**src/rtl/ledda_ctrl.sv**
```systemverilog
// ledda_ctrl -- configuration sequencer for the LED-driver (LEDDA) IP.
//
// Accepts a configuration request over a valid/ready handshake and programs
// the LED-driver register bus. The sequence is: stop the engine (DISABLE),
// write every register (WRITE, 3 cycles per register), then restart the
// engine with the requested run state (ENABLE). The controller is busy for
// 3N+2 cycles after each accepted request.
//
// Optional feature: define LEDDA_BREATHE_EN to add the breathe ports and the
// BCRR/BCFR register writes (N = 9 writes). Otherwise N = 7.
//
// Ports:
//   clk, reset                    system clock, synchronous active-high reset
//   cfg_valid / cfg_ready         request handshake (accept when both high)
//   cfg_enable                    engine run state after the update
//   cfg_prescale[9:0]             LED clock prescaler
//   cfg_on_time, cfg_off_time     blink periods
//   cfg_red/green/blue            PWM duty per channel
//   cfg_breathe_rise/fall         breathe ramps (LEDDA_BREATHE_EN only)
//   ledd_cs, ledd_clk, ledd_den   LED-driver register bus controls
//   ledd_exe, ledd_rst            engine enable and LED-driver reset
//   ledd_addr[3:0], ledd_dat[7:0] register address and write data
//   busy                          inverse of cfg_ready
`timescale 1ns/1ps

module ledda_ctrl (
    input  logic       clk,
    input  logic       reset,
    input  logic       cfg_valid,
    output logic       cfg_ready,
    input  logic       cfg_enable,
    input  logic [9:0] cfg_prescale,
    input  logic [7:0] cfg_on_time,
    input  logic [7:0] cfg_off_time,
    input  logic [7:0] cfg_red,
    input  logic [7:0] cfg_green,
    input  logic [7:0] cfg_blue,
`ifdef LEDDA_BREATHE_EN
    input  logic [7:0] cfg_breathe_rise,
    input  logic [7:0] cfg_breathe_fall,
`endif
    output logic       ledd_cs,
    output logic       ledd_clk,
    output logic       ledd_den,
    output logic       ledd_exe,
    output logic       ledd_rst,
    output logic [3:0] ledd_addr,
    output logic [7:0] ledd_dat,
    output logic       busy
);

`ifdef LEDDA_BREATHE_EN
    localparam logic [3:0] LAST_IDX = 4'd8;
`else
    localparam logic [3:0] LAST_IDX = 4'd6;
`endif

    typedef enum logic [1:0] {IDLE, DISABLE, WRITE, ENABLE} state_t;

    state_t     state, state_next;
    logic [3:0] idx, idx_next;
    logic [1:0] phase, phase_next;   // 0 = setup, 1 = strobe, 2 = hold
    logic       accept;

    logic       enable_q;
    logic [9:0] prescale_q;
    logic [7:0] on_q, off_q, red_q, green_q, blue_q;
`ifdef LEDDA_BREATHE_EN
    logic [7:0] rise_q, fall_q;
`endif

    // Register write table: returns {addr, data} for write number i.
    function automatic logic [11:0] reg_word(input logic [3:0] i);
        logic [11:0] w;
        w = 12'h000;
        case (i)
            4'd0: w = {4'h8, 1'b1, 5'b00000, prescale_q[9:8]};
            4'd1: w = {4'h9, prescale_q[7:0]};
            4'd2: w = {4'hA, on_q};
            4'd3: w = {4'hB, off_q};
`ifdef LEDDA_BREATHE_EN
            4'd4: w = {4'h5, rise_q};
            4'd5: w = {4'h6, fall_q};
            4'd6: w = {4'h1, red_q};
            4'd7: w = {4'h2, green_q};
            4'd8: w = {4'h3, blue_q};
`else
            4'd4: w = {4'h1, red_q};
            4'd5: w = {4'h2, green_q};
            4'd6: w = {4'h3, blue_q};
`endif
            default: w = 12'h000;
        endcase
        return w;
    endfunction

    // ledd_rst is a registered copy of reset, so cfg_ready stays low for the
    // whole time reset is held and rises on the first cycle after release.
    assign cfg_ready = (state == IDLE) && !ledd_rst;
    assign busy      = ~cfg_ready;

    always_comb begin
        state_next = state;
        idx_next   = idx;
        phase_next = phase;
        accept     = 1'b0;
        ledd_cs    = 1'b0;
        ledd_den   = 1'b0;
        ledd_clk   = 1'b0;
        ledd_addr  = 4'h0;
        ledd_dat   = 8'h00;
        case (state)
            IDLE: begin
                if (cfg_valid && cfg_ready) begin
                    accept     = 1'b1;
                    state_next = DISABLE;
                end
            end
            DISABLE: begin
                state_next = WRITE;
                idx_next   = 4'd0;
                phase_next = 2'd0;
            end
            WRITE: begin
                ledd_cs                = 1'b1;
                ledd_den               = 1'b1;
                ledd_clk               = (phase == 2'd1);
                {ledd_addr, ledd_dat}  = reg_word(idx);
                if (phase == 2'd2) begin
                    phase_next = 2'd0;
                    // The index stops at the last write: no second pass.
                    if (idx == LAST_IDX) state_next = ENABLE;
                    else                 idx_next   = idx + 4'd1;
                end else begin
                    phase_next = phase + 2'd1;
                end
            end
            ENABLE: begin
                state_next = IDLE;
            end
            default: state_next = IDLE;
        endcase
    end

    always_ff @(posedge clk) begin
        if (reset) begin
            state      <= IDLE;
            idx        <= 4'd0;
            phase      <= 2'd0;
            ledd_rst   <= 1'b1;
            ledd_exe   <= 1'b0;
            enable_q   <= 1'b0;
            prescale_q <= 10'd0;
            on_q       <= 8'h00;
            off_q      <= 8'h00;
            red_q      <= 8'h00;
            green_q    <= 8'h00;
            blue_q     <= 8'h00;
`ifdef LEDDA_BREATHE_EN
            rise_q     <= 8'h00;
            fall_q     <= 8'h00;
`endif
        end else begin
            ledd_rst <= 1'b0;
            state    <= state_next;
            idx      <= idx_next;
            phase    <= phase_next;
            if (accept) begin
                enable_q   <= cfg_enable;
                prescale_q <= cfg_prescale;
                on_q       <= cfg_on_time;
                off_q      <= cfg_off_time;
                red_q      <= cfg_red;
                green_q    <= cfg_green;
                blue_q     <= cfg_blue;
`ifdef LEDDA_BREATHE_EN
                rise_q     <= cfg_breathe_rise;
                fall_q     <= cfg_breathe_fall;
`endif
                // Engine stops for the DISABLE cycle and the whole update.
                ledd_exe   <= 1'b0;
            end
            // Engine run state becomes visible in the ENABLE cycle and holds.
            if (state == WRITE && state_next == ENABLE)
                ledd_exe <= enable_q;
        end
    end

endmodule

```
**config.mk**
```make
export PLATFORM = sky130hd
export DESIGN_NAME = ledda_ctrl
export DESIGN_NICKNAME = d
export VERILOG_FILES = /design/src/rtl/ledda_ctrl.sv
export SDC_FILE = /design/constraint.sdc
export NUM_CORES = 1
export LEC_CHECK = 0
export CORE_ASPECT_RATIO = 1.4
export CORE_MARGIN = 1
export CORE_UTILIZATION = 48
export DETAILED_ROUTE_END_ITERATION = 6
export GPL_TIMING_DRIVEN = 0
export PLACE_DENSITY = 0.88
export REMOVE_ABC_BUFFERS = 1
export SLEW_MARGIN = 10
export SYNTH_ARGS = -nofsm -noshare
export SYNTH_HDL_FRONTEND = slang
export SYNTH_SLANG_ARGS = --single-unit
```
**constraint.sdc**
```tcl
create_clock -name clk -period 2.4 [get_ports clk]
set_input_delay 0.6 -clock clk [delete_from_list [all_inputs] [get_ports clk]]
set_output_delay 0.6 -clock clk [all_outputs]
set_load 0.01 [all_outputs]
```
==> impl_metrics.py, run 1 <==
metrics = {
    "placed_design": {
        "port_buffers": 71,
        "gp_congestion": 0.7075,
        "dpl-instance-area_um2": 3416,
        "hpwlAfterDp_um": 4307,
    },
    "synthesis": {
        "synth_flop_cell": "dfxtp_1",
        "synth_warnings": 0,
        "synth_most_common_cell": "nand2_1",
        "synthArstFlopShare": 0,
        "synth_enable_flop_cells": 0,
        "synthTopCellsByCount": "108 x nand2_1, 61 x dfxtp_1, 55 x a21oi_1, 20 x clkbuf_1, 11 x a222oi_1",
        "synthDominantCellAreaShare": 0.4510,
        "yosysTopAreaCell": "dfxtp_1",
        "syn_inst": 343,
        "post_synth_num_cell_types": 34,
        "synth.top_cells.by_area": "dfxtp_1 45%, nand2_1 15%, a21oi_1 10%",
        "synth.yosys.seq_area_share": 0.4510,
        "synth.avg_cell_area_um2": 7.894,
        "syn_area_um2": 2708,
        "yosys_register_bits": 61,
    },
    "critical_path": {
        "critical-path-top-delay-family": "compound AO/OA/AOI/OAI gates",
        "critical_path_buf_inv_count": 3,
        "critical_path_start_type": "flip-flop",
        "critical_path_peak_fanout": 6,
        "worst_ep_arrival_time_ns": 1.96,
        "timing.critical_path.slowest_cell_delay_ns": 0.37,
        "critical_path.cell_chain": "buf_12 > ha_4 > buf_6 > a22o_1 > a2111oi_4 > a211oi_2 > buf_2",
        "worst_setup_path_end_kind": "primary output",
        "worstPathRequired_ns": 1.80,
        "crit_slowest_cell": "dfxtp_4",
        "path_class": "reg2out",
    },
    "routing": {
        "route.detailed.wl_per_inst_um": 16.24,
        "vias": 2805,
        "post-route-drc-count": 0,
        "detail_route.iter0.violations": 217,
        "routed_via_density": 5.599,
        "route.final.wire_length_um": 8136,
        "postRouteAntennaNets": 0,
        "first_pass_iters": 6,
    },
    "cts": {
        "cts.sinks": 61,
        "ctsLongestPathBuffers": 2,
        "postCtsHoldBufs": 0,
        "clkTransAtPathRegs_ns": 0.07,
        "numCtsBuffers": 9,
        "cts.root.buffer_cell": "clkbuf_8",
        "clock_tree_from_tritoncts": "built",
        "clock_tree.htree_level_count": 3,
        "insertion_delay_ns": 0.34,
    },
    "pwr": {
        "pwr_cell_area_nw_per_um2": 647.6,
        "power.ir.vdd_worst_uv": 622.7,
        "p_leak_nw": 1.489,
    },
    "cells_and_area": {
        "syn_to_final_growth_pct": 50.05,
        "layout.core_utilization": 0.7406,
        "fin_area_um2": 4063,
        "n_antenna_cell": 0,
        "fin_nets": 490,
        "layout-drive-gt1-share": 0.2148,
    },
    "sta": {
        "finalWorstSetupSlack_ns": -0.1614,
        "setup_viol": 8,
        "report.final.hold_viol_count": 0,
        "finalWorstPathRequiredPeriod_ns": 2.561,
        "slew_headroom": 0.4232,
        "drv_slew": 0,
        "transition_time_at_the_pin_with_the_least_slew_margin_ns": 0.8651,
        "setup_repair_after_global_routing_missed_its_margin": "yes",
        "fmax_mhz": 390.4,
        "post-route-period-util": 1.067,
        "finClkSkew_ns": 0.006288,
    },
    "grt": {
        "grt.overflow.total": 0,
        "grt_usage": 0.2733,
        "grtUsageMet2": 0.4888,
        "grt_first_pass_wirelength_um": 12480,
        "grt_start_max_net_pins": 54,
        "first_global_vias": 2742,
        "antenna_found_initial": 0,
        "use_met1": 0.3002,
        "global_route.peak_usage_layer": "met2",
        "globalRouteMet3Util": 0.05303,
    },
    "run_status": {
        "run_status": "complete, but fails checks",
        "violated_checks": "setup timing",
    },
    "floorplan": {
        "i_o_pin_total": 73,
        "die_w_um": 65.48,
        "fp-row-count": 32,
        "initial_core_util": 0.4936,
        "floorplan.die_area_um2": 5949,
        "die_y_um": 90.87,
        "total_core_area_um2": 5485,
    },
    "worst_hold_path": {
        "hold_path_class": "reg2reg",
    },
    "flow_run": {
        "max_cap_viol_count": 0,
    },
}
-- flip-flops by register name, indices dropped and copies added (netlist names) --
register and count:
state 2, on_q 8, enable_q 1, ledd_exe 1
blue_q 8, phase 2, prescale_q 10, idx 4
ledd_rst 1, off_q 8, green_q 8, red_q 8
-- cells in the final DEF, fill, tap and decap left out, types with 3 or more instances in the layout --
master             n
nor3_1             8
clkbuf_8          11
nand2_1          106
a211oi_1           3
clkdlybuf4s50_1   58
clkbuf_2           3
ha_4               5
buf_6             11
nor2_1             8
inv_1              4
dfxtp_1           56
buf_4             17
nor2b_1            4
a22o_1             5
a222oi_1          11
nor3b_1            3
buf_2              8
ha_1               3
a211oi_2           5
dfxtp_4            3
a21oi_1           54
-- report_power, final --
| part | switching (W) | internal [W] |
|---|---|---|
| Sequential | 0.0000444 | 0.00108 |
| Combinational | 0.000240 | 0.000231 |
| Clock | 0.000396 | 0.000638 |
-- cell families (layout without fill, tap and decap cells) --
group / after synthesis / after routing / synth area share
mux: 4 / 4 / 0.01571
flops: 61 / 61 / 0.4510
compound gates: 86 / 86 / 0.2024
fa+ha+maj: 8 / 8 / 0.03697
other cells: 1 / 1 / 0.001385
simple gates: 145 / 145 / 0.2269
xor+xnor: 2 / 2 / 0.006471
buf+inv: 36 / 126 / 0.05915
-- cell type report --
cell class                 instances  area (µm²)
sequential                        61        1235
multi-input combinational        246        1496
inverter                           7       33.78
fill                             376        1423
timing repair buffer             103       987.2
tap                               68       85.08
clock buffer                      12       155.1
clock inverter                     4       70.07
-- metal layers --
layer | wire length (µm) | vias to the layer above
met5 | 0 | -
met4 | 341 | 0
met3 | 593 | 31
met2 | 4279 | 132
met1 | 2921 | 1305
li1 | - | 1337
-- per-stage QoR --
stage	setup TNS, ns	std cells	hold slack, ns	power, W	worst slack, ns
finish	-0.8265	501	0.4570	0.002631	-0.1614
global route	-1.394	501	0.4747	0.002734	-0.2175
CTS	-0.6608	495	0.4577	0.002615	-0.1263
detailed placement	-6.856	455	0.4482	0.001567	-0.7482
global placement	-31.53	453	0.4410	0.001539	-0.7413
floorplan	0	314	0.4268	0.001346	0.2069
-- worst register-to-register path: stages, from the launching register on --
cell and delay (ns):
dfxtp_2 0.34, inv_2 0.09, ha_1 0.18, and3b_2 0.78, a221oi_2 0.23, o41ai_1 0.34
-- path summary, 6_finish.rpt --
path,start,end,slack (ns),cells past startpoint
max,idx[1],ledd_dat[7],-0.16,7
max reg2reg,state[0],ledd_exe,0.33,5
min,prescale_q[8],prescale_q[8],0.46,2
min reg2reg,prescale_q[8],prescale_q[8],0.46,2
-- timing repair --
action	in CTS	in global routing
setup buffers	24	7
gates resized for setup	74	27
setup endpoints to repair	13	13
pin swaps	12	10
(Power assumes the default switching activity.)
==> run 2, diff against run 1 <==
--- a/config.mk
+++ b/config.mk
@@ -5,12 +5,13 @@
 export SDC_FILE = /design/constraint.sdc
 export NUM_CORES = 1
 export LEC_CHECK = 0
+export CAP_MARGIN = 20
 export CORE_ASPECT_RATIO = 1.4
 export CORE_MARGIN = 1
-export CORE_UTILIZATION = 48
+export CORE_UTILIZATION = 50
+export CTS_BUF_LIST = sky130_fd_sc_hd__clkbuf_4 sky130_fd_sc_hd__clkbuf_8
 export DETAILED_ROUTE_END_ITERATION = 6
-export GPL_TIMING_DRIVEN = 0
-export PLACE_DENSITY = 0.88
+export PLACE_DENSITY = 0.91
 export REMOVE_ABC_BUFFERS = 1
 export SLEW_MARGIN = 10
 export SYNTH_ARGS = -nofsm -noshare
==> run 2 against run 1 <==
  * Utilization is 2.8 points higher
  * Critical path type unchanged
  * First-iteration DRC count grew 6.5%
  * Total power is 4.4% higher
  * The run ends with DRC, setup timing left
==> impl_metrics.py, run 2 (same netlist as run 1, synthesis figures left out) <==
metrics = {
    "cells_and_area": {
        "highest_count_cells_in_the_layout_ignoring_fill_and_taps": "108 x nand2_1, 59 x dfxtp_1, 56 x clkdlybuf4s50_1",
        "most_common_cell_after_layout_fill_and_taps_aside": "nand2_1",
        "fin_nets": 487,
        "n_antenna_cell": 0,
        "largest_register_ff_count": 10,
        "final_cell_count_no_fill": 495,
        "syn_to_final_growth_pct": 47.55,
        "registers.top_by_ff_count": "prescale_q",
        "layout-drive-gt1-share": 0.2051,
    },
    "sta": {
        "drv_slew": 0,
        "fmax_mhz": 393.6,
        "finalWorstSetupSlack_ns": -0.1404,
        "setup_repair_after_global_routing_missed_its_margin": "yes",
        "report.final.hold_viol_count": 0,
        "finClkSkew_ns": 0.009934,
        "post-route-period-util": 1.059,
        "finalWorstPathRequiredPeriod_ns": 2.540,
        "setup_viol": 8,
        "fin_setup_tns_ns": -0.5645,
    },
    "cts": {
        "clock_tree.htree_level_count": 3,
        "ctsLongestPathBuffers": 2,
        "numCtsBuffers": 9,
        "cts.root.buffer_cell": "clkbuf_8",
        "postCtsHoldBufs": 0,
        "cts.sinks": 61,
        "clock_tree_from_tritoncts": "built",
        "insertion_delay_ns": 0.35,
        "clkTransAtPathRegs_ns": 0.06,
    },
    "grt": {
        "first_global_vias": 2844,
        "grt_start_max_net_pins": 52,
        "grt.overflow.total": 0,
        "grt_usage": 0.2982,
        "grt_first_pass_wirelength_um": 12750,
        "antenna_found_initial": 0,
    },
    "floorplan": {
        "i_o_pin_total": 73,
        "initial_core_util": 0.5209,
        "die_w_um": 64.20,
        "die_y_um": 89.07,
        "floorplan.die_area_um2": 5718,
        "fp-row-count": 31,
        "total_core_area_um2": 5197,
    },
    "critical_path": {
        "path_class": "reg2out",
        "timing.critical_path.slowest_cell_delay_ns": 0.37,
        "critical_path_start_type": "flip-flop",
        "critical_path.cell_chain": "buf_4 > ha_4 > buf_6 > a222oi_1 > nor2b_2 > a211oi_2 > buf_2",
        "worst_setup_path_end_kind": "primary output",
        "crit_slowest_cell": "a222oi_1",
        "critical_path_peak_fanout": 6,
        "worst_ep_arrival_time_ns": 1.94,
        "worstPathRequired_ns": 1.80,
    },
    "routing": {
        "route.detailed.wl_per_inst_um": 16.82,
        "postRouteAntennaNets": 0,
        "detail_route.iter0.violations": 231,
        "post-route-drc-count": 18,
        "route.final.wire_length_um": 8327,
        "vias": 2858,
        "first_pass_iters": 7,
        "routed_via_density": 5.774,
    },
    "placed_design": {
        "post-place-ws_ns": -0.1080,
        "placed_instances": 476,
        "hpwlAfterDp_um": 4898,
        "port_buffers": 71,
        "gp_congestion": 0.8073,
    },
    "pwr": {
        "totalPowerFinal_w": 0.002746,
        "p_leak_nw": 1.475,
        "pwr_cell_area_nw_per_um2": 687.4,
        "power.ir.vdd_worst_uv": 614.2,
    },
    "worst_hold_path": {
        "hold_path_class": "reg2reg",
    },
    "run_status": {
        "violated_checks": "DRC, setup timing",
        "run_status": "complete, but fails checks",
    },
    "flow_run": {
        "max_cap_viol_count": 0,
    },
}
run 2: cell count changes in the layout (fill, tap and decap cells not counted), sizes merged:
cell,change
buf,-2
bufinv,+1
clkbuf,-4
clkdlybuf4s15,+2
clkdlybuf4s50,-2
clkinv,-1
dlygate4sd2,+1
dlymetal6s2s,+1
run 2: path summary, 6_finish.rpt:
kind	to	slack, ns	startpoint	cells past startpoint
worst min register to register	on_q[6]	0.46	on_q[6]	2
worst min-delay path	on_q[6]	0.46	on_q[6]	2
worst max register to register	ledd_exe	0.50	state[0]	7
worst max-delay path	ledd_dat[6]	-0.14	idx[0]	7
run 2: stage by stage:
step	hold WS, ns	instance area, µm²	utilization
finish	0.4583	3995	0.7687
global route	0.4752	3995	0.7687
CTS	0.4577	3939	0.7578
detailed placement	0.4487	3576	0.6880
global placement	0.4424	3576	0.6880
floorplan	0.4268	2574	-
run 2: cell type report:
class	instances	area, µm²
fillers	355	1202
flip-flops and latches	61	1226
well taps	66	82.58
clock inverters	4	95.09
inverters	7	26.28
multi-input cells	246	1491
repair buffers	100	922.1
clock buffers	11	151.4
run 2: power breakdown:
group | switching [W] | internal, W | total (W)
clock network | 0.000396 | 0.000739 | 0.00113
logic | 0.000249 | 0.000234 | 0.000483
registers | 0.0000455 | 0.00108 | 0.00113
total | 0.000691 | 0.00205 | 0.00275
run 2: what timing repair did:
| action | 4_1_cts | 5_1_grt |
|---|---|---|
| endpoints found under the setup margin | 14 | 12 |
| pin swaps | 12 | 10 |
| gates resized for setup | 65 | 17 |
| setup buffers | 2 | 2 |
| gates cloned | 0 | 0 |
run 2: worst max-delay path, delay by kind of cell, from the launching register on:
family | cells | cell delay (ns)
adder cells (fa/ha/maj) | 1 | 0.17
AND/OR/NAND/NOR | 1 | 0.23
buffers and inverters | 3 | 0.43
AO/OA/AOI/OAI | 2 | 0.42
flip-flops | 1 | 0.34
run 2: per-layer routing:
metal / GRT usage / share of wire / up-vias
met5: 0 / 0 / -
met4: 0.1859 / 0.037 / 0
met3: 0.08546 / 0.075 / 43
met2: 0.5203 / 0.52 / 164
met1: 0.3190 / 0.36 / 1320
li1: - / - / 1331
==> run 3, diff against run 2 <==
--- a/config.mk
+++ b/config.mk
@@ -12,7 +12,6 @@
 export CTS_BUF_LIST = sky130_fd_sc_hd__clkbuf_4 sky130_fd_sc_hd__clkbuf_8
 export DETAILED_ROUTE_END_ITERATION = 6
 export PLACE_DENSITY = 0.91
-export REMOVE_ABC_BUFFERS = 1
 export SLEW_MARGIN = 10
 export SYNTH_ARGS = -nofsm -noshare
 export SYNTH_HDL_FRONTEND = slang
==> run 3 against run 2 <==
  * Sequential share of layout area increased by 0.59 points
  * Non-clock buffer count increased by 6
  * Largest cell class unchanged
  * The run ends with setup timing left
  * Worst hold slack got worse by 0.0028 ns
  * First-iteration DRC count increased by 58%
  * Total power decreased by 15%
  * Largest power group unchanged
  * Via count decreased by 1.3%
  * Routed wire length decreased by 4.7%
  * Cell count increased by 1.0%
  * Combinational power decreased by 3%
  * Clock power decreased by 34%
==> impl_metrics.py, run 3 (same netlist as run 1, synthesis figures left out) <==
metrics = {
    "sta": {
        "finClkSkew_ns": 0.004403,
        "report.final.hold_viol_count": 0,
        "setup_repair_after_global_routing_missed_its_margin": "yes",
        "fmax_mhz": 386.3,
        "finalWorstSetupSlack_ns": -0.1889,
        "post-route-period-util": 1.079,
        "finalWorstPathRequiredPeriod_ns": 2.589,
        "drv_slew": 0,
        "setup_viol": 8,
    },
    "floorplan": {
        "die_y_um": 89.07,
        "die_w_um": 64.20,
        "i_o_pin_total": 73,
        "total_core_area_um2": 5197,
        "initial_core_util": 0.5209,
        "floorplan.die_area_um2": 5718,
        "fp-row-count": 31,
    },
    "worst_hold_path": {
        "worst_hold_startpoint": "blue_q[2]",
        "endpoint_of_the_worst_hold_timing_path": "blue_q[2]",
        "hold_path_depth": 2,
        "hold_path_class": "reg2reg",
    },
    "cts": {
        "clock_tree.htree_level_count": 3,
        "numCtsBuffers": 9,
        "cts.sinks": 61,
        "postCtsHoldBufs": 0,
        "ctsLongestPathBuffers": 2,
        "clock_tree_from_tritoncts": "built",
        "cts.root.buffer_cell": "clkbuf_8",
        "clkTransAtPathRegs_ns": 0.06,
        "insertion_delay_ns": 0.34,
    },
    "grt": {
        "grt_usage": 0.2691,
        "grt_start_max_net_pins": 52,
        "antenna_found_initial": 0,
        "first_global_vias": 2620,
        "grt.overflow.total": 0,
        "grt_first_pass_wirelength_um": 11540,
    },
    "cells_and_area": {
        "largest_register_ff_count": 10,
        "fin_nets": 493,
        "registers.top_by_ff_count": "prescale_q",
        "syn_to_final_growth_pct": 45.19,
        "nFillCells": 341,
        "most_common_cell_after_layout_fill_and_taps_aside": "nand2_1",
        "layout.core_utilization": 0.7564,
        "layout-drive-gt1-share": 0.2005,
        "n_antenna_cell": 0,
        "highest_count_cells_in_the_layout_ignoring_fill_and_taps": "108 x nand2_1, 58 x dfxtp_1, 56 x clkdlybuf4s50_1",
    },
    "critical_path": {
        "timing.reg2reg.setup_slack_ns": 0.71,
        "critical_path_start_type": "flip-flop",
        "critical_path.reg2reg.endpoint": "idx[2]",
        "critical_path_peak_fanout": 6,
        "worstPathRequired_ns": 1.80,
        "crit_start": "idx[0]",
        "r2r.worst_path.cells": 7,
        "worst_setup_path_end_kind": "primary output",
        "path_class": "reg2out",
        "worst_ep_arrival_time_ns": 1.99,
        "critical_path.reg2reg.startpoint": "idx[0]",
    },
    "routing": {
        "first_pass_iters": 5,
        "vias": 2822,
        "post-route-drc-count": 0,
        "route.final.wire_length_um": 7934,
        "routed_via_density": 5.644,
        "postRouteAntennaNets": 0,
        "route.detailed.wl_per_inst_um": 15.87,
        "detail_route.iter0.violations": 364,
    },
    "pwr": {
        "p_leak_nw": 1.482,
        "pwr_cell_area_nw_per_um2": 595.5,
        "power.ir.vdd_worst_uv": 428.0,
        "totalPowerFinal_w": 0.002341,
    },
    "run_status": {
        "violated_checks": "setup timing",
        "run_status": "complete, but fails checks",
    },
    "placed_design": {
        "port_buffers": 71,
        "hpwlAfterDp_um": 5139,
        "gp_congestion": 0.8751,
    },
    "synthesis": {
        "post_syn_nets": 405,
    },
    "flow_run": {
        "max_cap_viol_count": 0,
    },
}
## run 3: how the worst max path moves through the flow
stage             endpoint  depth (start not counted)  slack, ns
2_1_floorplan  ledd_dat[0]                          6       0.30
4_1_cts        ledd_dat[3]                          7      -0.12
6_report       ledd_dat[5]                          7      -0.19
5_1_grt        ledd_dat[5]                          7      -0.26
3_5_place_dp   ledd_dat[3]                          7      -0.26
3_3_place_gp   ledd_dat[6]                          7      -0.14
## run 3: report_power, final
group	internal [W]	total [W]	switching (W)
logic	0.000230	0.000469	0.000239
clock network	0.000380	0.000744	0.000364
registers	0.00108	0.00113	0.0000462
total	0.00169	0.00234	0.000649
## run 3: stage by stage
step                      setup WS [ns]  instances  hold slack (ns)  instance area, µm²  setup TNS (ns)
after floorplan                  0.2970        343           0.4329                2708               0
after global placement          -0.1399        479           0.4402                3611         -0.6372
after detailed placement        -0.2554        479           0.4485                3611          -1.385
after CTS                       -0.1181        495           0.4568                3857         -0.3509
after global routing            -0.2595        500           0.4831                3931          -1.243
final                           -0.1889        500           0.4555                3931         -0.5656
## run 3: area by class of cell
cell class	instances	area (µm²)	area share
clock buffers	11	138.9	0.03533
clock inverters	3	15.01	0.003819
inverters	7	31.28	0.007957
multi-input cells	246	1445	0.3676
flip-flops and latches	61	1230	0.3129
well taps	66	82.58	0.02101
repair buffers	106	988.4	0.2514
## run 3: timing repair
action	4_1_cts	5_1_grt
setup endpoints to repair	12	12
buffers inserted	2	5
gates resized for setup	59	17
pin swaps	11	7
## run 3: routing by layer
layer / vias to the layer above / routed length (µm) / GRT usage / part of all wire
li1: 1348 / - / - / -
met1: 1309 / 3054 / 0.2932 / 0.38
met2: 135 / 4030 / 0.4613 / 0.51
met3: 30 / 510 / 0.05867 / 0.064
met4: 0 / 338 / 0.2000 / 0.043
met5: - / 0 / 0 / 0
## run 3: worst max-delay path: stages (launching register included)
cell and delay [ns]:
dfxtp_4 0.39, inv_4 0.06, ha_4 0.19, buf_4 0.17
a222oi_1 0.32, nor2b_1 0.21, a211oi_1 0.07, clkdlybuf4s15_2 0.24
==> RTL edit: new RTL, settings of run 2 <==
Register the output `ledd_addr`, cleared by the reset; this adds one clock of latency there. The other outputs are not delayed to match.
--- a/src/rtl/ledda_ctrl.sv
+++ b/src/rtl/ledda_ctrl.sv
@@ -59,2 +59,4 @@
 
+    logic [3:0] ledd_addr_d;
+
     state_t     state, state_next;
@@ -109,3 +111,3 @@
         ledd_clk   = 1'b0;
-        ledd_addr  = 4'h0;
+        ledd_addr_d = 4'h0;
         ledd_dat   = 8'h00;
@@ -127,3 +129,3 @@
                 ledd_clk               = (phase == 2'd1);
-                {ledd_addr, ledd_dat}  = reg_word(idx);
+                {ledd_addr_d, ledd_dat}  = reg_word(idx);
                 if (phase == 2'd2) begin
@@ -188,2 +190,10 @@
 
+    always_ff @(posedge clk) begin
+        if (reset) begin
+            ledd_addr <= '0;
+        end else begin
+            ledd_addr <= ledd_addr_d;
+        end
+    end
+
 endmodule
Behaviour: not the same (a bounded check fails within 4 cycles, from zero or initial values and one cycle with reset high).
==> RTL edit against run 2 <==
- the run ends with negative setup slack left
- total power decreased by 7.3%
- largest power group unchanged
- routed wire length decreased by 1.5%
- clock power decreased by 20%
- area after synthesis increased by 4.2%
- register-to-register slack improved by 230 ps
- sequential power increased by 4%
- design area increased by 0.78%
- worst setup slack improved by 23 ps
- cell count increased by 3.2%
- sequential cell count increased by 3
==> RTL edit: results (changes against run 2) <==
[min_path]
hold_end=blue_q[5]

[detailed_routing]
drt_iter0_markers=242  ; +4.8%
routed_wl_um=8200  ; -1.5%
wl_per_cell_um=16.1  ; -4.6%
dr_total_vias=2928  ; +2.4%

[pwr]
peakVddDrop_mv=0.577  ; -6.1%
p_leak_nw=1.49  ; +0.87%

[synth]
syn_inst=356  ; +3.8%
synth-adder-area-share=0.0355  ; -0.00149
synth_area_leaders=dfxtp_1 (45%), nand2_1 (15%), a21oi_1 (10%), ha_1 (3.5%), buf_2 (2.8%)
synthTopCellsByCount=nand2_1 (112), dfxtp_1 (64), a21oi_1 (58)
synth-xor-area-share=0.00621  ; -0.000261
yosysUniqueCellTypes=37  ; +8.8%
synth-seq-area-share=0.454  ; +0.00309
synth_compound_area_frac=0.192  ; -0.00994

[clock_network]
cts.repair.resized=67  ; +3.1%
worstSkewPairLatency_ps=360
cts_root_buf=clkbuf_8

[grt]
grt_start_max_net_pins=53  ; +1.9%
grt_pass1_vias=2996  ; +5.3%
grt_pass1_wl_um=13500  ; +6.1%

[place]
gp_congestion=0.806  ; -0.15%
dp_cells=493  ; +3.6%
pre_cts_slack_ps=-201  ; -93.4 ps
dpl_cell_area_um2=3710  ; +3.6%

[layout]
inverters=8  ; +1
n_clock_buffer=10  ; -1
layout-drive-gt1-share=0.199  ; -0.00648
final-clk-cell-share=0.0475  ; -0.0142
nNetsFinal=500  ; +2.7%
seq_share=0.320  ; +0.0135
multi_input_area_um2=1470  ; -1.3%

[worst_setup_path]
crit_end=ledd_dat[3]
slowest_stage=dfxtp_4
arrival_ps=1920  ; -20 ps
ff2ff_setup_slack_ps=730  ; +230 ps

[sta]
setup_viol=6  ; -2
setup_ws_ps=-118  ; +22.6 ps
finalClockSkew_ps=7.55  ; -2.38 ps

[status]
status=finished, violations left
violations=negative setup slack

[RTL edit: cell types whose count changed after synthesis, moves of 4 or more]
cell | before | now
a222oi_1 | 11 | 7
a22oi_1 | 0 | 5
buf_2 | 5 | 16
clkbuf_1 | 20 | 8
nand2_1 | 108 | 112
[RTL edit: routing by layer]
metal  GRT usage  part of all wire
met5           0                 0
met4       0.192             0.051
met3      0.0581             0.054
met2       0.527              0.53
met1       0.316              0.37
[RTL edit: metrics by stage]
stage | utilization | TNS [ps] | hold slack [ps]
after CTS | 0.730 | -80.4 | 460
after floorplan | - | 0 | 427
after global placement | 0.676 | -526 | 442
after global routing | 0.734 | -935 | 476
after detailed placement | 0.676 | -1010 | 448
final | 0.734 | -385 | 458
[RTL edit: power breakdown]
| group | switching (mW) | internal [mW] |
|---|---|---|
| sequential | 0.0457 | 1.13 |
| combinational | 0.235 | 0.227 |
| clock | 0.421 | 0.485 |
| total | 0.702 | 1.84 |
